`config.mk`:
```
export PLATFORM = sky130hd
export DESIGN_NAME = cmd_seq_flat
export DESIGN_NICKNAME = d
export VERILOG_FILES = /design/src/rtl/cmd_seq_if.sv /design/src/rtl/cmd_seq.sv /design/src/flat_wrapper.sv
export SDC_FILE = /design/constraint.sdc
export NUM_CORES = 1
export LEC_CHECK = 0
export CAP_MARGIN = 25
export CORE_ASPECT_RATIO = 1.1
export CORE_MARGIN = 2
export CORE_UTILIZATION = 60
export DETAILED_ROUTE_END_ITERATION = 8
export DONT_BUFFER_PORTS = 1
export PLACE_DENSITY = 0.81
export SLEW_MARGIN = 20
export SYNTH_ARGS = -nofsm -noshare
export SYNTH_HDL_FRONTEND = slang
export SYNTH_SLANG_ARGS = --single-unit
```
`constraint.sdc`:
```
create_clock -name clk -period 3.85 [get_ports clk]
set_input_delay 0.385 -clock clk [delete_from_list [all_inputs] [get_ports clk]]
set_output_delay 0.385 -clock clk [all_outputs]
set_load 0.01 [all_outputs]
```
`src/rtl/cmd_seq_if.sv`:
```
// RemoteComm-side handshake bundle for cmd_seq: command word and send strobe out,
// transmit-complete and response byte back.
interface cmd_seq_if;
    logic [15:0] cmd;
    logic        send_cmd;
    logic        cmd_sent;
    logic        resp_rdy;
    logic [7:0]  resp;

    modport master (
        output cmd,
        output send_cmd,
        input  cmd_sent,
        input  resp_rdy,
        input  resp
    );

    modport slave (
        input  cmd,
        input  send_cmd,
        output cmd_sent,
        output resp_rdy,
        output resp
    );
endinterface

```
`src/rtl/cmd_seq.sv`:
```
// Command sequencer: holds a list of 16-bit commands and plays them through the
// RemoteComm handshake, checking each ack against a per-command timeout.
module cmd_seq #(
    parameter int unsigned DEPTH      = 8,
    parameter int unsigned TMO_CYCLES = 1_000_000,
    parameter logic [7:0]  ACK        = 8'hA5,
    localparam int unsigned IDX_W     = (DEPTH > 1) ? $clog2(DEPTH) : 1,
    localparam int unsigned CNT_W     = $clog2(DEPTH + 1)
) (
    input  logic             clk,
    input  logic             rst_n,
    input  logic             wr_en_i,
    input  logic [15:0]      wr_cmd_i,
    input  logic             clr_i,
    input  logic             start_i,
    input  logic             abort_i,
    input  logic             stop_on_err_i,
    cmd_seq_if.master        rc,
    output logic             busy_o,
    output logic             done_o,
    output logic             err_o,
    output logic [1:0]       err_code_o,
    output logic [IDX_W-1:0] err_idx_o,
    output logic [CNT_W-1:0] pass_cnt_o,
    output logic [CNT_W-1:0] count_o,
    output logic             full_o,
    output logic             empty_o
);

    localparam int unsigned TMO_W = $clog2(TMO_CYCLES);

    localparam logic [1:0] E_NONE  = 2'b00;
    localparam logic [1:0] E_TMO   = 2'b01;
    localparam logic [1:0] E_NACK  = 2'b10;
    localparam logic [1:0] E_ABORT = 2'b11;

    typedef enum logic [2:0] {
        IDLE,
        SEND,
        WAIT_SENT,
        WAIT_RESP,
        FIN
    } state_t;

    state_t           state_q, state_d;
    logic [IDX_W-1:0] idx_q, idx_d;
    logic             gap_q, gap_d;
    logic [TMO_W-1:0] tmo_q, tmo_d;
    logic [15:0]      cmd_q, cmd_d;
    logic             err_q, err_d;
    logic [1:0]       code_q, code_d;
    logic [IDX_W-1:0] eidx_q, eidx_d;
    logic [CNT_W-1:0] pass_q, pass_d;
    logic [CNT_W-1:0] count_q, count_d;
    logic [15:0]      list_q [DEPTH];

    logic       busy;
    logic       full;
    logic       wr_ok;
    logic       tmo_hit;
    logic       last;
    logic       fail;
    logic       adv;
    logic [1:0] fail_code;

    assign busy    = (state_q != IDLE);
    assign full    = (count_q == CNT_W'(DEPTH));
    assign wr_ok   = wr_en_i && !busy && !full && !clr_i;
    assign tmo_hit = (tmo_q == TMO_W'(TMO_CYCLES - 1));
    assign last    = (CNT_W'(idx_q) == count_q - CNT_W'(1));

    always_comb begin
        count_d = count_q;
        if (!busy && clr_i) begin
            count_d = '0;
        end else if (wr_ok) begin
            count_d = count_q + CNT_W'(1);
        end
    end

    // List storage carries no reset; count alone decides which slots are valid.
    always_ff @(posedge clk) begin
        if (wr_ok) begin
            list_q[count_q[IDX_W-1:0]] <= wr_cmd_i;
        end
    end

    always_comb begin
        state_d   = state_q;
        idx_d     = idx_q;
        gap_d     = 1'b0;
        tmo_d     = tmo_q;
        cmd_d     = cmd_q;
        err_d     = err_q;
        code_d    = code_q;
        eidx_d    = eidx_q;
        pass_d    = pass_q;
        fail      = 1'b0;
        fail_code = E_NONE;
        adv       = 1'b0;

        case (state_q)
            IDLE: begin
                if (start_i) begin
                    err_d  = 1'b0;
                    code_d = E_NONE;
                    eidx_d = '0;
                    pass_d = '0;
                    idx_d  = '0;
                    tmo_d  = '0;
                    if (count_d == '0) begin
                        state_d = FIN;
                    end else begin
                        state_d = SEND;
                        // A write landing with start in an empty list is slot 0 itself.
                        cmd_d   = (count_q == '0) ? wr_cmd_i : list_q[0];
                    end
                end
            end
            SEND: begin
                // After an advance SEND spends one quiet cycle fetching the next word.
                if (gap_q) begin
                    cmd_d = list_q[idx_q];
                    tmo_d = '0;
                end else begin
                    tmo_d   = tmo_q + TMO_W'(1);
                    state_d = WAIT_SENT;
                end
            end
            WAIT_SENT: begin
                tmo_d = tmo_q + TMO_W'(1);
                if (tmo_hit) begin
                    fail      = 1'b1;
                    fail_code = E_TMO;
                end else if (rc.cmd_sent) begin
                    state_d = WAIT_RESP;
                end
            end
            WAIT_RESP: begin
                tmo_d = tmo_q + TMO_W'(1);
                if (rc.resp_rdy) begin
                    if (rc.resp == ACK) begin
                        pass_d = pass_q + CNT_W'(1);
                        adv    = 1'b1;
                    end else begin
                        fail      = 1'b1;
                        fail_code = E_NACK;
                    end
                end else if (tmo_hit) begin
                    fail      = 1'b1;
                    fail_code = E_TMO;
                end
            end
            FIN: begin
                state_d = IDLE;
            end
            default: begin
                state_d = IDLE;
            end
        endcase

        if (fail) begin
            if (!err_q) begin
                err_d  = 1'b1;
                code_d = fail_code;
                eidx_d = idx_q;
            end
            if (stop_on_err_i) begin
                state_d = FIN;
            end else begin
                adv = 1'b1;
            end
        end

        if (adv) begin
            if (last) begin
                state_d = FIN;
            end else begin
                state_d = SEND;
                idx_d   = idx_q + IDX_W'(1);
                gap_d   = 1'b1;
                tmo_d   = '0;
            end
        end

        // Abort overrides whatever the slot outcome would have been this cycle.
        if (abort_i && busy) begin
            state_d = IDLE;
            idx_d   = idx_q;
            gap_d   = 1'b0;
            tmo_d   = tmo_q;
            cmd_d   = cmd_q;
            pass_d  = pass_q;
            err_d   = err_q;
            code_d  = code_q;
            eidx_d  = eidx_q;
            if (!err_q) begin
                err_d  = 1'b1;
                code_d = E_ABORT;
                eidx_d = idx_q;
            end
        end
    end

    always_ff @(posedge clk or negedge rst_n) begin
        if (!rst_n) begin
            state_q <= IDLE;
            idx_q   <= '0;
            gap_q   <= 1'b0;
            tmo_q   <= '0;
            cmd_q   <= '0;
            err_q   <= 1'b0;
            code_q  <= E_NONE;
            eidx_q  <= '0;
            pass_q  <= '0;
            count_q <= '0;
        end else begin
            state_q <= state_d;
            idx_q   <= idx_d;
            gap_q   <= gap_d;
            tmo_q   <= tmo_d;
            cmd_q   <= cmd_d;
            err_q   <= err_d;
            code_q  <= code_d;
            eidx_q  <= eidx_d;
            pass_q  <= pass_d;
            count_q <= count_d;
        end
    end

    assign rc.cmd      = cmd_q;
    assign rc.send_cmd = (state_q == SEND) && !gap_q;
    assign busy_o      = busy;
    assign done_o      = (state_q == FIN);
    assign err_o       = err_q;
    assign err_code_o  = code_q;
    assign err_idx_o   = eidx_q;
    assign pass_cnt_o  = pass_q;
    assign count_o     = count_q;
    assign full_o      = full;
    assign empty_o     = (count_q == '0);

endmodule

```
`src/flat_wrapper.sv`:
```
// flat-port wrapper written by rule: the top's interface ports become plain ports
module cmd_seq_flat 
#(
    parameter int unsigned DEPTH      = 8,
    parameter int unsigned TMO_CYCLES = 1_000_000,
    parameter logic [7:0]  ACK        = 8'hA5,
    localparam int unsigned IDX_W     = (DEPTH > 1) ? $clog2(DEPTH) : 1,
    localparam int unsigned CNT_W     = $clog2(DEPTH + 1)
)
  (clk, rst_n, wr_en_i, wr_cmd_i, clr_i, start_i, abort_i, stop_on_err_i, busy_o, done_o, err_o, err_code_o, err_idx_o, pass_cnt_o, count_o, full_o, empty_o, rc_cmd, rc_send_cmd, rc_cmd_sent, rc_resp_rdy, rc_resp);
  cmd_seq_if rc_i ();
  input  logic clk;
  input  logic rst_n;
  input  logic wr_en_i;
  input  logic [15:0] wr_cmd_i;
  input  logic clr_i;
  input  logic start_i;
  input  logic abort_i;
  input  logic stop_on_err_i;
  output logic busy_o;
  output logic done_o;
  output logic err_o;
  output logic [1:0] err_code_o;
  output logic [IDX_W-1:0] err_idx_o;
  output logic [CNT_W-1:0] pass_cnt_o;
  output logic [CNT_W-1:0] count_o;
  output logic full_o;
  output logic empty_o;
  output wire logic [$bits(rc_i.cmd)-1:0] rc_cmd;
  output wire logic [$bits(rc_i.send_cmd)-1:0] rc_send_cmd;
  input wire logic [$bits(rc_i.cmd_sent)-1:0] rc_cmd_sent;
  input wire logic [$bits(rc_i.resp_rdy)-1:0] rc_resp_rdy;
  input wire logic [$bits(rc_i.resp)-1:0] rc_resp;
  assign rc_cmd = rc_i.cmd;
  assign rc_send_cmd = rc_i.send_cmd;
  assign rc_i.cmd_sent = rc_cmd_sent;
  assign rc_i.resp_rdy = rc_resp_rdy;
  assign rc_i.resp = rc_resp;
  cmd_seq #(.DEPTH(DEPTH), .TMO_CYCLES(TMO_CYCLES), .ACK(ACK)) u_core (.clk(clk), .rst_n(rst_n), .wr_en_i(wr_en_i), .wr_cmd_i(wr_cmd_i), .clr_i(clr_i), .start_i(start_i), .abort_i(abort_i), .stop_on_err_i(stop_on_err_i), .rc(rc_i), .busy_o(busy_o), .done_o(done_o), .err_o(err_o), .err_code_o(err_code_o), .err_idx_o(err_idx_o), .pass_cnt_o(pass_cnt_o), .count_o(count_o), .full_o(full_o), .empty_o(empty_o));
endmodule
```
# After elaboration in Yosys (flattened, before gate mapping)
# Memory sizes are Yosys's and may differ from the RTL's.
# Cells that the tools add are included.
# classes
addsub	5
multipliers	0
n_div	0
magnitude_cmp	0
n_eq_ne	14
shifts	0
n_mux	66
n_bitwise	1
n_reduce_logical	19
# ops
cell	count
$mux 20	4
$mux 16	4
$mux 3	20
$pmux 20 s3	1
$pmux 16 s2	1
$add 20x1->20 const B	1
$eq 20x20->1 const B	1
$mux 4	5
$mux 1	19
$mux 2	8
$pmux 3 s4	1
$reduce_and 5->1	2
$add 4x1->4 const B	2
$eq 8x8->1 const B	1
$logic_not 4->1	2
$ne 2x2->1 const B	4
$pmux 4 s2	1
$eq 3x2->1 const B	2
$logic_and 1x1->1	6
$eq 3x4->1	1
$eq 4x4->1 const B	1
$logic_not 1->1	4
$ne 2x1->1 const B	2
$pmux 2 s2	1
other kinds (10)	11
# word_totals
ff_bits	57
latch_bits	0
ram_bits	128
romBits	0
inputBits	33
output_inout_bits	35
elab_cells	116
mem_count	1
# memory_table
memory	depth	word_bits	rd	rd_clocked_by_memory_dff	wr	line	text
u_core.list_q	8	16	2	0	1	cmd_seq.sv:55	logic [15:0] list_q [DEPTH];

# Longest topological paths before layout
# Gate-level depths: netlist of the first run.
# depth
word_depth	15
depth_mapped	11
ltp_nobuf	9

# Worst setup path after synthesis of the first run
# OpenSTA, ideal clock, no wires.
# synth_path
path_type	reg-to-reg
from	register u_core.count_q[1], in the netlist u_core.count_o[1]
to	memory u_core.list_q[0][0], enable pin
setup_time_ns	0.409
arrival_time_ns	2.603
t_required_ns	3.441
setup_slack_ns	0.838
stages_incl_launch_ff	9
path_buffers	1
synth_period_minus_slack_ns	3.012
path_cell_list	dfrtp_1 buf_2 inv_1 ha_1 nand3b_1 inv_1 nor3b_2 nand2_1 nor3_1
# synth_via
elab_chain_cells	6
# synth_rtl
item	line	text
from (decl)	cmd_seq.sv:54	logic [CNT_W-1:0] count_q, count_d;
from (signal assigned)	cmd_seq.sv:227	count_q <= count_d;
$eq 4x4->1	cmd_seq.sv:67	assign full = (count_q == CNT_W'(DEPTH));
via full_o	flat_wrapper.sv:27	output logic full_o;
$logic_not 1->1	cmd_seq.sv:68	assign wr_ok = wr_en_i && !busy && !full && !clr_i;
$logic_and 1x1->1 (2 in a row)	cmd_seq.sv:68	
$mux 1	cmd_seq.sv:83	if (wr_ok) begin
$mux 1 (not written as such)	cmd_seq.sv:84	list_q[count_q[IDX_W-1:0]] <= wr_cmd_i;
to (decl)	cmd_seq.sv:55	
# The timed path passes the listed nets, and every way through them passes these cells.

# Worst setup path in the final report of the first run
# layout_path
from	register u_core.count_q[1], in the netlist u_core.count_o[1]
to	register u_core.tmo_q[18]
# layout_via
elab_chain_cells	4
# layout_rtl
item	line	text
$sub 4x1->4	cmd_seq.sv:70	assign last = (CNT_W'(idx_q) == count_q - CNT_W'(1));
$eq 3x4->1	cmd_seq.sv:70	
$mux 20	cmd_seq.sv:176	if (last) begin
$mux 20	cmd_seq.sv:175	if (adv) begin
to (signal assigned)	cmd_seq.sv:221	tmo_q <= tmo_d;
to (decl)	cmd_seq.sv:48	logic [TMO_W-1:0] tmo_q, tmo_d;
# No other way between the ends.
# A chain may end at the register's enable or synchronous reset.

==> results of run 1 <==
==> synthesized netlist by cell type (2+ instances only) <==
cell type / number / area [um2]
clkbuf_1: 17 / 63.8
or3_1: 6 / 37.5
edfxtp_1: 128 / 3840
buf_2: 4 / 20.0
nand2b_1: 3 / 18.8
inv_1: 15 / 56.3
ha_1: 6 / 75.1
and4_1: 2 / 17.5
o31ai_1: 4 / 30.0
o311ai_0: 2 / 17.5
buf_4: 2 / 15.0
and2_1: 19 / 119
nand3_1: 9 / 45.0
nand4_1: 11 / 68.8
buf_6: 8 / 90.1
dfrtp_1: 57 / 1430
nor3_1: 9 / 45.0
o22ai_1: 4 / 25.0
nand4b_1: 3 / 26.3
o21ai_0: 26 / 130
or4_4: 2 / 22.5
a211oi_1: 19 / 143
nor4_1: 5 / 31.3
a22o_1: 2 / 17.5
nand2_1: 73 / 274
xnor2_1: 2 / 17.5
a22o_2: 8 / 80.1
clkinv_1: 2 / 7.51
a21oi_1: 16 / 80.1
mux4_2: 32 / 721
nor4bb_1: 2 / 20.0
mux2_2: 17 / 191
nor2_1: 25 / 93.8
xor2_1: 3 / 26.3
mux2i_1: 5 / 50.1
buf_1: 2 / 7.51
nand3b_1: 3 / 22.5
a31oi_1: 23 / 144
==> area by class of cell <==
| type | instances | area, um2 |
|---|---|---|
| Multi-Input combinational cell | 364 | 2830 |
| Fill cell | 932 | 4510 |
| Inverter | 18 | 67.6 |
| Clock buffer | 20 | 437 |
| Timing Repair Buffer | 22 | 198 |
| Sequential cell | 185 | 5270 |
| Tap cell | 188 | 235 |
| Clock inverter | 12 | 188 |
==> worst max-delay path, stage by stage (launching register included) <==
cell      delay, ps
dfrtp_1         650
inv_1           170
ha_1            220
xor2_1          170
nor4_1          180
a31oi_1         110
o32ai_4         570
buf_4           290
nand2_1         120
o311ai_0        370
==> flip-flops by register name (all words and copies together) (netlist names) <==
name and count:
u_core.rc.cmd 16, u_core.err_code_o 2, u_core.gap_q 1, u_core.tmo_q 20, u_core.err_o 1, u_core.count_o 4
u_core.list_q 128, u_core.state_q 3, u_core.pass_cnt_o 4, u_core.idx_q 3, u_core.err_idx_o 3
==> where the power goes <==
part | switching [W] | internal (W)
clock network | 0.000739 | 0.00110
registers | 0.000310 | 0.00237
logic | 0.00114 | 0.000715
total | 0.00219 | 0.00418
==> metrics by stage <==
| stage | util | setup WS [ps] | total power (W) | std cells |
|---|---|---|---|---|
| global route | 0.672 | 591 | 0.00667 | 809 |
| CTS | 0.671 | 916 | 0.00637 | 808 |
| global placement | 0.623 | 1050 | 0.00441 | 774 |
| finish | 0.672 | 871 | 0.00637 | 809 |
| detailed placement | 0.623 | 940 | 0.00450 | 774 |
| floorplan | - | 838 | 0.00403 | 601 |
==> path summary, 6_finish.rpt <==
path                       slack (ps)                   to
setup / recovery                  870     u_core.tmo_q[18]
hold / removal                     40  u_core.list_q[1][9]
setup reg to reg                  870     u_core.tmo_q[18]
hold reg to reg                   560     u_core.tmo_q[17]
max in group asynchronous        3060      u_core.idx_q[0]
min in group asynchronous         480    u_core.count_o[1]
==> repair_timing <==
| action | 4_1_cts | 5_1_grt |
|---|---|---|
| hold endpoints to repair | 57 | 0 |
| setup endpoints to repair | 0 | 0 |
| hold buffers | 2 | 0 |
==> routing by layer <==
metal	track usage	up-vias	wire length (um)
met5	0	-	0
met4	0.125	0	618
met3	0.0605	43	1530
met2	0.455	263	9680
met1	0.322	2684	6840
li1	-	2326	-
==> logic make-up (layout without fill, tap and decap cells) <==
kind of cell               after synthesis  after routing  share of synthesized area
AOI/OAI and AO/OA                      116            116                     0.0940
xor gates and xnor gates                 5              5                    0.00523
adders and majority gates                6              6                    0.00897
buffers and inverters                   52             72                     0.0332
DFF                                    185            185                      0.630
muxes                                   54             54                      0.115
and+or+nand+nor                        183            183                      0.114
==> impl_metrics.csv, run 1 <==
group,metric,value,unit
pwr,p_per_area,690,nW/um2
drt,vias,5316,
critical_path,cp.arrival,3290,ps
placement,dpl_cell_area,8560,um2
drt,viasPerCell,6.57,
timing,maxSlewViolCount,0,
pwr,vdd_ir_drop_max,0.625,mV
timing,hold_violations,0,
final_layout,fin_nets,647,
grt,grt_pass1_vias,5542,
final_layout,antenna_cells,0,
clock_tree,postCtsSetupBuffers,0,
clock_tree,numCtsBuffers,17,
synth,synth-seq-area-share,0.630,
critical_path,r2r_cells,9,
grt,grt_pass1_wl,29200,um
drt,drtAntennaViolNets,0,
final_layout,layout_commonest_cell,"edfxtp_1",
die,io_pins,68,
placement,dp.final_hpwl,11100,um
placement,place.gp.congestion,0.950,
synth,synth_area,8370,um2
final_layout,layout_common_cells,"128 x edfxtp_1, 73 x nand2_1, 56 x dfrtp_1",
die,core-area,13700,um2
clock_tree,clock_latency,440,ps
timing,rsz0062_at_grt,"false",
clock_tree,cts_tree,"yes",
die,row_count,45,
synth,syn_avg_cell_area,13.9,um2
hold_path,whs_path_depth,0,
clock_tree,path_clk_slew,70,ps
synth,synth_seq_cells,185,
drt,drt-pass1-iter-count,5,
critical_path,worstSetupStartpointType,"flip-flop",
synth,synthesis.nets,640,
pwr,power.leakage,3.26,nW
critical_path,rr_startpoint,"u_core.count_o[1]",
timing,whs,37.7,ps
hold_path,timing.hold.worst.start,"wr_cmd_i[9]",
die,die_x,117,um
die,die-area,14900,um2
grt,grt_start_max_net_pins,58,
critical_path,path_max_fanout,13,
drt,avgRoutedWirePerCell,23.1,um
critical_path,cp-end-kind,"flip-flop",
grt,grt_antenna_before_repair,0,
synth,synth_ff_type,"edfxtp_1",
synth,ys_warn_count,0,
clock_tree,clkSinkCount,185,
outcome,status,"complete, no violations",
synth,syn_inst,601,
drt,finalWirelength,18700,um
grt,track_usage,0.267,
timing,setup_violations,0,
drt,drc_errors,0,
drt,drt_iter0_markers,576,
die,die_y,128,um
timing,slew_headroom,0.498,
clock_tree,htree_levels,4,
die,start_util,0.609,
synth,synth_edf_count,128,
timing,clock_skew,12.4,ps
placement,port_buffers,0,
critical_path,required,4160,ps
synth,synthArstFlopShare,0.308,
final_layout,layout-drive-gt1-share,0.200,
hold_path,hp-class,"input port to flip-flop",
timing,fmax,336,MHz
clock_tree,cts_resized,0,
job,cap_violations,0,
timing,min_period,2980,ps
critical_path,worstSetupPathType,"flip-flop to flip-flop",
critical_path,crit_start,"u_core.count_o[1]",
final_layout,design_area,9230,um2
clock_tree,cts-root-buf,"clkbuf_16",
clock_tree,clk_path_buf_depth,2,
timing,worst_slew_pin_slew,746,ps
timing,post-route-period-util,0.774,
final_layout,area_delta_synth_final,10.3,%
grt,grt.overflow.total,0,
synth,synth_cell_type_count,63,
timing,final.setup.tns,0,ps
Power figures use the tool's default switching activity.
==> inputs of run 2 (changes only) <==
==> constraint.sdc (replaced) <==
create_clock -name clk -period 3 [get_ports clk]
set_input_delay 0.3 -clock clk [delete_from_list [all_inputs] [get_ports clk]]
set_output_delay 0.3 -clock clk [all_outputs]
set_load 0.01 [all_outputs]
==> run 2 against run 1 <==
  * Critical path depth decreased by 3
  * Wire length increased by 7.9%
  * Via count increased by 3.9%
  * Largest power group unchanged
  * Sequential share of layout area decreased by 1.0 points
  * Clock skew decreased by 4.9 ps
  * Hold slack improved by 44 ps
  * Design area increased by 1.8%
  * Non-clock buffer count increased by 25
  * Setup slack got worse by 640 ps
==> impl_metrics.csv, run 2 (synthesis results as in run 1) <==
group,metric,value,unit
critical_path,cp.arrival,3080,ps
critical_path,cp_cell_sequence,"or3_1 -> or4_4 -> nor4_4 -> o32ai_4 -> nor2_4 -> mux2_2",
grt,grt.overflow.total,0,
timing,min_period,2770,ps
clock_tree,path_clk_slew,70,ps
critical_path,path_max_fanout,18,
timing,rsz0062_at_grt,"false",
final_layout,layout_commonest_cell,"edfxtp_1",
pwr,sw_frac_of_total,0.354,
drt,vias,5523,
drt,wl_met2,9880,um
critical_path,slowest_stage,"or4_4",
die,die_y,128,um
critical_path,crit_start,"u_core.tmo_q[10]",
final_layout,antenna_cells,0,
clock_tree,cts-root-buf,"clkbuf_16",
grt,grt_antenna_before_repair,0,
critical_path,critPathMaxStageDelay,470,ps
pwr,p_int,0.00528,W
final_layout,fin_cells,834,
drt,drc_errors,0,
pwr,p_per_area,870,nW/um2
timing,setup_violations,0,
critical_path,cp-end-kind,"flip-flop",
drt,wirelength_met1,7640,um
die,die-area,14900,um2
clock_tree,clk_path_buf_depth,2,
drt,top_layer,"met4",
clock_tree,htree_levels,4,
placement,dp.final_hpwl,11900,um
die,row_count,45,
timing,final.setup.tns,0,ps
final_layout,fin_nets,672,
final_layout,layout-drive-gt1-share,0.201,
placement,dp.cells,784,
grt,grt_pass1_wl,30600,um
clock_tree,clkSinkCount,185,
pwr,combinationalPowerShare,0.334,
timing,post-route-period-util,0.923,
clock_tree,clock_latency,430,ps
critical_path,r2r-end,"u_core.idx_q[1]",
die,io_pins,68,
final_layout,layout_common_cells,"128 x edfxtp_1, 73 x nand2_1, 56 x dfrtp_1",
critical_path,worstSetupStartpointType,"flip-flop",
drt,drtAntennaViolNets,0,
hold_path,hp-class,"input port to flip-flop",
pwr,power.leakage,3.35,nW
clock_tree,numCtsBuffers,17,
critical_path,r2r_cells,6,
grt,grt_pass1_vias,5694,
timing,slew_headroom,0.406,
critical_path,crit_end,"u_core.idx_q[1]",
outcome,status,"complete, no violations",
pwr,p_sw,0.00290,W
grt,track_usage,0.283,
placement,place.gp.congestion,0.947,
drt,finalWirelength,20100,um
pwr,vdd_ir_drop_max,0.689,mV
pwr,p_seq_frac,0.404,
die,die_x,117,um
timing,fmax,361,MHz
placement,port_buffers,0,
drt,drt_iter0_markers,382,
die,core-area,13700,um2
critical_path,worstSetupPathType,"flip-flop to flip-flop",
final_layout,area_delta_synth_final,12.3,%
timing,hold_violations,0,
critical_path,rrSetupSlack,230,ps
drt,viasPerCell,6.62,
timing,clock_skew,7.56,ps
drt,wl_met3,1680,um
drt,drt-pass1-iter-count,5,
critical_path,required,3310,ps
pwr,pwr-share-clk,0.262,
die,start_util,0.609,
timing,worst_slew_pin_slew,882,ps
drt,avgRoutedWirePerCell,24.2,um
critical_path,rr_startpoint,"u_core.tmo_q[10]",
timing,maxSlewViolCount,0,
job,cap_violations,0,
clock_tree,cts_tree,"yes",
final_layout,largest_register_ffs,128,
grt,grt_start_max_net_pins,58,
[run 2: cell count changes in the layout (fill, tap and decap cells not counted), moves of 2 or more]
cell,change
dlygate4sd3_1,+16
buf_4,+11
bufinv_16,-4
clkbuf_1,+3
clkbuf_8,+3
clkbuf_16,+2
inv_6,-2
[run 2: worst min-delay path by stage]
stage                     cells past startpoint    start  slack (ps)                end
after CTS                                     2  abort_i          70       u_core.err_o
after global placement                        0    rst_n           7  u_core.count_o[2]
final                                         2  abort_i          80       u_core.err_o
after floorplan                               0    rst_n           4  u_core.count_o[0]
after global routing                          2  abort_i         100       u_core.err_o
after detailed placement                      0    rst_n           8  u_core.count_o[2]
[run 2: cell type report]
| cell class | instances | area, um2 |
|---|---|---|
| timing repair buffer | 47 | 415 |
| tap | 188 | 235 |
| clock buffer | 28 | 539 |
| sequential | 185 | 5270 |
| inverter | 18 | 67.6 |
| clock inverter | 4 | 28.8 |
| fill | 957 | 4340 |
| multi-input combinational | 364 | 2840 |
[run 2: per-layer routing]
layer / GRT usage / up-vias
met3: 0.0714 / 66
met4: 0.158 / 0
li1: - / 2375
met1: 0.363 / 2776
met5: 0 / -
met2: 0.443 / 306
[run 2: stage by stage]
stage          cell area, um2  hold WS, ps  setup slack [ps]  power (W)  utilization
2_1_floorplan            8370         4.41             -5.08    0.00517            -
3_3_place_gp             8620         7.40               261    0.00579        0.628
3_5_place_dp             8620         7.71              47.1    0.00594        0.628
4_1_cts                  9390         74.8              49.7    0.00814        0.683
5_1_grt                  9400         99.7               126    0.00852        0.684
6_report                 9400         81.6               232    0.00818        0.684
[run 2: critical path, delay by kind of cell, from the launching register on]
family	cells	cell delay, ps
AOI/OAI and AO/OA	1	270
DFF	1	440
muxes	1	380
and+or+nand+nor	4	1550
[run 2: power by group through the flow]
stage / sequential (W) / clock (W) / combinational [W]
6_report: 0.00331 / 0.00214 / 0.00273
5_1_grt: 0.00333 / 0.00225 / 0.00295
4_1_cts: 0.00330 / 0.00215 / 0.00268
3_5_place_dp: 0.00335 / 0 / 0.00259
3_3_place_gp: 0.00333 / 0 / 0.00245
2_1_floorplan: 0.00329 / 0 / 0.00188
[run 2: what timing repair did]
action,CTS,global route
resized for setup,0,1
hold buffers,18,0
setup endpoints to repair,0,16
buffers inserted,0,0
hold endpoints to repair,185,0
